File: config.mk
export PLATFORM = sky130hd
export DESIGN_NAME = apb_slave_err
export DESIGN_NICKNAME = d
export VERILOG_FILES = /design/src/rtl/apb_slave_err.sv
export SDC_FILE = /design/constraint.sdc
export NUM_CORES = 1
export LEC_CHECK = 0
export ABC_AREA = 1
export BUFFER_PORTS_ARGS = -buffer_cell sky130_fd_sc_hd__buf_2
export CAP_MARGIN = 10
export CELL_PAD_IN_SITES_DETAIL_PLACEMENT = 1
export CELL_PAD_IN_SITES_GLOBAL_PLACEMENT = 2
export CORE_MARGIN = 2
export CORE_UTILIZATION = 40
export CTS_BUF_LIST = sky130_fd_sc_hd__clkbuf_4 sky130_fd_sc_hd__clkbuf_8
export DETAILED_ROUTE_END_ITERATION = 10
export PLACE_DENSITY = 0.94
export SLEW_MARGIN = 20
export SYNTH_ARGS = -nofsm -noshare
export SYNTH_HDL_FRONTEND = slang
export SYNTH_SLANG_ARGS = --single-unit
File: constraint.sdc
create_clock -name pclk -period 3.07 [get_ports pclk]
set_clock_uncertainty 0.15 [all_clocks]
set_input_delay 0.4605 -clock pclk [delete_from_list [all_inputs] [get_ports pclk]]
set_output_delay 0.4605 -clock pclk [all_outputs]
set_load 0.02 [all_outputs]
File: src/rtl/apb_slave_err.sv
// apb_slave_err: APB completer holding a small byte register file.
//   Address 0 is a read-only ID register. Addresses 1..DEPTH-1 are R/W bytes.
//   Addresses DEPTH..15, and any write to address 0, complete with pslverr=1.
//   Each access phase inserts WAIT_CYCLES wait states (pready low).
// Ports:
//   pclk    - APB clock, rising-edge.
//   presetn - asynchronous active-low reset.
//   psel    - select.
//   penable - access-phase strobe.
//   pwrite  - 1 = write, 0 = read.
//   paddr   - byte address (4 bits).
//   pwdata  - write data (8 bits).
//   prdata  - read data, valid while pready=1.
//   pready  - registered transfer-complete.
//   pslverr - registered error, valid while pready=1.
module apb_slave_err #(
  parameter int          DEPTH       = 12,
  parameter int          WAIT_CYCLES = 0,
  parameter logic [7:0]  ID_VALUE    = 8'hA5
) (
  input  logic       pclk,
  input  logic       presetn,
  input  logic       psel,
  input  logic       penable,
  input  logic       pwrite,
  input  logic [3:0] paddr,
  input  logic [7:0] pwdata,
  output logic [7:0] prdata,
  output logic       pready,
  output logic       pslverr
);

  typedef enum logic {ST_IDLE = 1'b0, ST_ACCESS = 1'b1} state_t;

  localparam logic [3:0] WAIT_L    = 4'(WAIT_CYCLES);
  localparam logic [4:0] DEPTH_L   = 5'(DEPTH);
  localparam logic       ZERO_WAIT = (WAIT_CYCLES == 0);

  state_t     state_q;
  logic [3:0] cnt_q;
  logic [3:0] addr_q;
  logic       write_q;
  logic [7:0] wdata_q;
  logic [7:0] mem_q [16];
  logic       pready_q;
  logic       pslverr_q;
  logic [7:0] prdata_q;

  logic [3:0] dec_addr_s;
  logic       dec_write_s;
  logic       err_d;
  logic [7:0] rdata_d;

  // Response decode. With zero wait states the response is loaded on the
  // setup edge itself, before the address is latched, so decode from the bus
  // in IDLE and from the latched copy in ACCESS.
  always_comb begin
    dec_addr_s  = addr_q;
    dec_write_s = write_q;
    if (state_q == ST_IDLE) begin
      dec_addr_s  = paddr;
      dec_write_s = pwrite;
    end else begin
      dec_addr_s  = addr_q;
      dec_write_s = write_q;
    end
    err_d = ({1'b0, dec_addr_s} >= DEPTH_L) | (dec_write_s & (dec_addr_s == 4'd0));
    if (dec_write_s || err_d) begin
      rdata_d = 8'h00;
    end else if (dec_addr_s == 4'd0) begin
      rdata_d = ID_VALUE;
    end else begin
      rdata_d = mem_q[dec_addr_s];
    end
  end

  // Transfer FSM, wait-state counter, registered response and storage.
  always_ff @(posedge pclk or negedge presetn) begin
    if (!presetn) begin
      state_q   <= ST_IDLE;
      cnt_q     <= 4'd0;
      addr_q    <= 4'd0;
      write_q   <= 1'b0;
      wdata_q   <= 8'h00;
      pready_q  <= 1'b0;
      pslverr_q <= 1'b0;
      prdata_q  <= 8'h00;
      for (int i = 0; i < 16; i++) begin
        mem_q[i] <= 8'h00;
      end
    end else begin
      case (state_q)
        ST_IDLE: begin
          if (psel && !penable) begin
            addr_q  <= paddr;
            write_q <= pwrite;
            wdata_q <= pwdata;
            cnt_q   <= WAIT_L;
            state_q <= ST_ACCESS;
            if (ZERO_WAIT) begin
              pready_q  <= 1'b1;
              pslverr_q <= err_d;
              prdata_q  <= rdata_d;
            end else begin
              pready_q  <= 1'b0;
            end
          end else begin
            state_q <= ST_IDLE;
          end
        end
        ST_ACCESS: begin
          if (!psel) begin
            // Abort: master dropped select before completion; nothing commits.
            pready_q  <= 1'b0;
            pslverr_q <= 1'b0;
            prdata_q  <= 8'h00;
            state_q   <= ST_IDLE;
          end else if (pready_q) begin
            if (penable) begin
              if (write_q && !err_d) begin
                mem_q[addr_q] <= wdata_q;
              end else begin
                mem_q[addr_q] <= mem_q[addr_q];
              end
              pready_q  <= 1'b0;
              pslverr_q <= 1'b0;
              prdata_q  <= 8'h00;
              state_q   <= ST_IDLE;
            end else begin
              state_q <= ST_ACCESS;
            end
          end else begin
            cnt_q <= cnt_q - 4'd1;
            if (cnt_q == 4'd1) begin
              pready_q  <= 1'b1;
              pslverr_q <= err_d;
              prdata_q  <= rdata_d;
            end else begin
              pready_q  <= 1'b0;
            end
          end
        end
        default: begin
          state_q <= ST_IDLE;
        end
      endcase
    end
  end

  assign prdata  = prdata_q;
  assign pready  = pready_q;
  assign pslverr = pslverr_q;

endmodule

==> metrics.md <==
| Metric | Value |
|---|---|
| CTS tree | done |
| Int Power | 0.00325 W |
| DIE HEIGHT | 151 µm |
| Min Clock Period, post-route | 2860 ps |
| RSZ-0062 raised after global routing | false |
| Psw | 0.00205 W |
| Worst Tran Pin Value | 920 ps |
| Worst path max stage delay | 680 ps |
| H-tree depth | 4 |
| I/O Buffers | 26 |
| Initial DRC count | 678 |
| Number of routed nets with antenna violations | 0 |
| F_max | 0.350 GHz |
| Crit path buffers/inverters | 2 |
| Vias after detailed routing | 8,355 |
| Final Setup Violations | 0 |
| Grt met3 use | 0.0410 |
| Worst path top cell family by delay | simple AND/OR/NAND/NOR gates |
| Drc violations | 0 |
| GP Congestion | 0.893 |
| Post-CTS Setup Repair Bufs | 0 |
| Post-Route WL | 30,700 µm |
| Worst min-delay path category | input pin to flip-flop |
| Critical path startpoint category | flip-flop |
| Sw frac | 0.387 |
| Worst skew pair latency | 490 ps |
| CP Capture Type | flip-flop |
| Setup CP Type | flip-flop to flip-flop |
| Clock sink count | 156 |
| Crit path max fanout | 16 |
| Nets | 1,276 |
| Power Density | 564 nW/µm² |
| Final Non-Filler Cells | 1,545 |
| Run status | complete, no violations |
| CTS buffer count | 17 |
| Placed inst area | 9010 µm² |
| Max_slew headroom | 0.384 |
| Mapped Avg Cell Area | 6.82 µm² |
| Most common cell after layout, fill and taps aside | nand2_1 |
| GR peak layer | met2 |
| Post-route cell area | 9400 µm² |
| # diodes | 0 |
| First-pass GRT wire length | 48,300 µm |
| Register area share after synthesis | 0.451 |
| Global route overflow | 0 |
| Most used cell along the critical path | inv_2 |
| CP arrival | 3060 ps |
| Slowest CP cell | dfrtp_1 |
| Post-place setup slack | 149 ps |
| Synthesis Warnings | 0 |
| Power share of the sequential group | 0.446 |
| Static Leak | 4.99 nW |
| Synth Instances | 1,270 |
| Core ar. | 21,200 µm² |
| Drt pass-1 iters | 5 |
| Die Area | 22,800 µm² |
| Clk network pwr share | 0.298 |
| Cell Area, Synth | 8660 µm² |
| Synth cell types | 25 |
| Vias in the first global route | 8,339 |
| Critical path, cell by cell | o21ai_1 -> inv_2 -> nor2_2 -> inv_2 -> nand4_1 -> nand3_1 -> nand2_1 |
| Fin util | 0.444 |
| Number of hold violations in the final report | 0 |
| Setup tns final | 0 ps |
| Slew Limit Fails | 0 |
| Ratio of final minimum period to clock period | 0.931 |
| Pin count of the biggest net entering global routing | 60 |
| Max_cap viols | 0 |
| Initial antenna violation count | 0 |
| Syn Nets | 1,289 |
| Flip-flop and latch count after synthesis | 156 |
| Max Root-Sink Buffers | 2 |
| WP data required | 3270 ps |
| Routed WL per cell | 19.9 µm |
| Peak supply drop | 0.299 mV |
| Commonest non-fill, non-tap cells in the layout | 558 x nand2_1, 204 x nand3_1, 155 x dfrtp_1 |
| Layout cells sized above 1 | 0.101 |
| CTS root buf | clkbuf_8 |
| Post-Place Cells | 1,512 |
| # IOs | 27 |
| Area growth, synth to finish | 8.55% |
| Final setup margin | 212 ps |
| Total Routing Usage GR | 0.284 |
| Via density | 5.41 |
| Reg clk slew, reported paths | 110 ps |
| Comb power frac | 0.257 |
| Initial Util | 0.409 |
| Die W | 151 µm |
| Row count | 53 |
| Global Route met1 Usage | 0.395 |
| GRT met2 Usage | 0.456 |
| Detailed placement HPWL | 21,800 µm |
[layer usage]
| metal | vias up | wire, µm |
|---|---|---|
| met2 | 231 | 14300 |
| met1 | 4141 | 13800 |
| met4 | 0 | 799 |
| met3 | 56 | 1830 |
| met5 | - | 0 |
| li1 | 3927 | - |
[what timing repair did]
item / CTS / global route
setup endpoints to repair: 0 / 41
resized for setup: 0 / 1
hold endpoints to repair: 55 / 0
hold buffers: 1 / 0
[registers in the layout, summed over array words and instances (netlist names)]
signal / flops
cnt_q: 4
state_q: 1
prdata: 8
mem_q: 128
pready: 1
write_q: 1
pslverr: 1
addr_q: 4
wdata_q: 8
[cell families after synthesis]
group | Yosys count | share of synthesized area
AOI/OAI and AO/OA | 68 | 0.0400
and+or+nand+nor | 850 | 0.410
adders and majority gates | 2 | 0.00289
DFF | 156 | 0.451
buffers and inverters | 194 | 0.0962
[through the flow]
stage / total power, W / hold WS (ps)
floorplan: 0.00323 / 14.9
CTS: 0.00531 / 33.5
global route: 0.00556 / 69.5
finish: 0.00530 / 38.9
detailed placement: 0.00374 / 217
global placement: 0.00371 / 215
[final cells by class]
| cell class | instances | area, µm² |
|---|---|---|
| Tap cell | 275 | 344 |
| Clock buffer | 18 | 241 |
| Timing Repair Buffer | 65 | 482 |
| Multi-Input combinational cell | 920 | 3930 |
| Fill cell | 2747 | 11800 |
| Inverter | 97 | 364 |
| Clock inverter | 14 | 134 |
| Sequential cell | 156 | 3910 |
[power by group through the flow]
stage / registers, W / clock network [W] / logic [W]
CTS: 0.00236 / 0.00159 / 0.00135
detailed placement: 0.00240 / 0 / 0.00134
floorplan: 0.00237 / 0 / 0.000857
global route: 0.00239 / 0.00168 / 0.00149
finish: 0.00236 / 0.00158 / 0.00136
global placement: 0.00240 / 0 / 0.00132
[worst register-to-register path: cells and delay by family (launching register included)]
family | cells | cell delay (ps)
compound gates | 1 | 200
buf+inv | 2 | 490
flops | 1 | 680
simple gates | 4 | 1190
[synth_stat cells]
cell type	n	area share
nand2_1	558	0.24
nand3_1	204	0.12
dfrtp_1	156	0.45
inv_1	89	0.039
nor2_1	56	0.024
clkbuf_1	53	0.023
o21ai_0	38	0.022
buf_2	27	0.016
a21oi_1	25	0.014
nand2_2	10	0.0072
buf_6	9	0.012
nand4_1	9	0.0065
nor2_2	9	0.0065
buf_1	7	0.0030
inv_2	7	0.0030
o21ai_1	3	0.0017
ha_1	2	0.0029
a21o_1	1	0.00087
buf_4	1	0.00087
clkinv_1	1	0.00043
nand3_4	1	0.0020
nand4_4	1	0.0025
nor3_1	1	0.00058
nor4_1	1	0.00072
o21ai_2	1	0.0010
[worst paths after layout]
path                            startpoint          to  slack (ps)  cells after the start
worst max-delay path               state_q   mem_q[75]         210                      7
worst min-delay path               penable     state_q          40                      2
worst max register to register     state_q   mem_q[75]         210                      7
worst min register to register  mem_q[120]  mem_q[120]         230                      0
max in group asynchronous          presetn   mem_q[75]        1600                      3
min in group asynchronous          presetn   mem_q[13]         360                      2
Power figures use the tool's default switching activity.
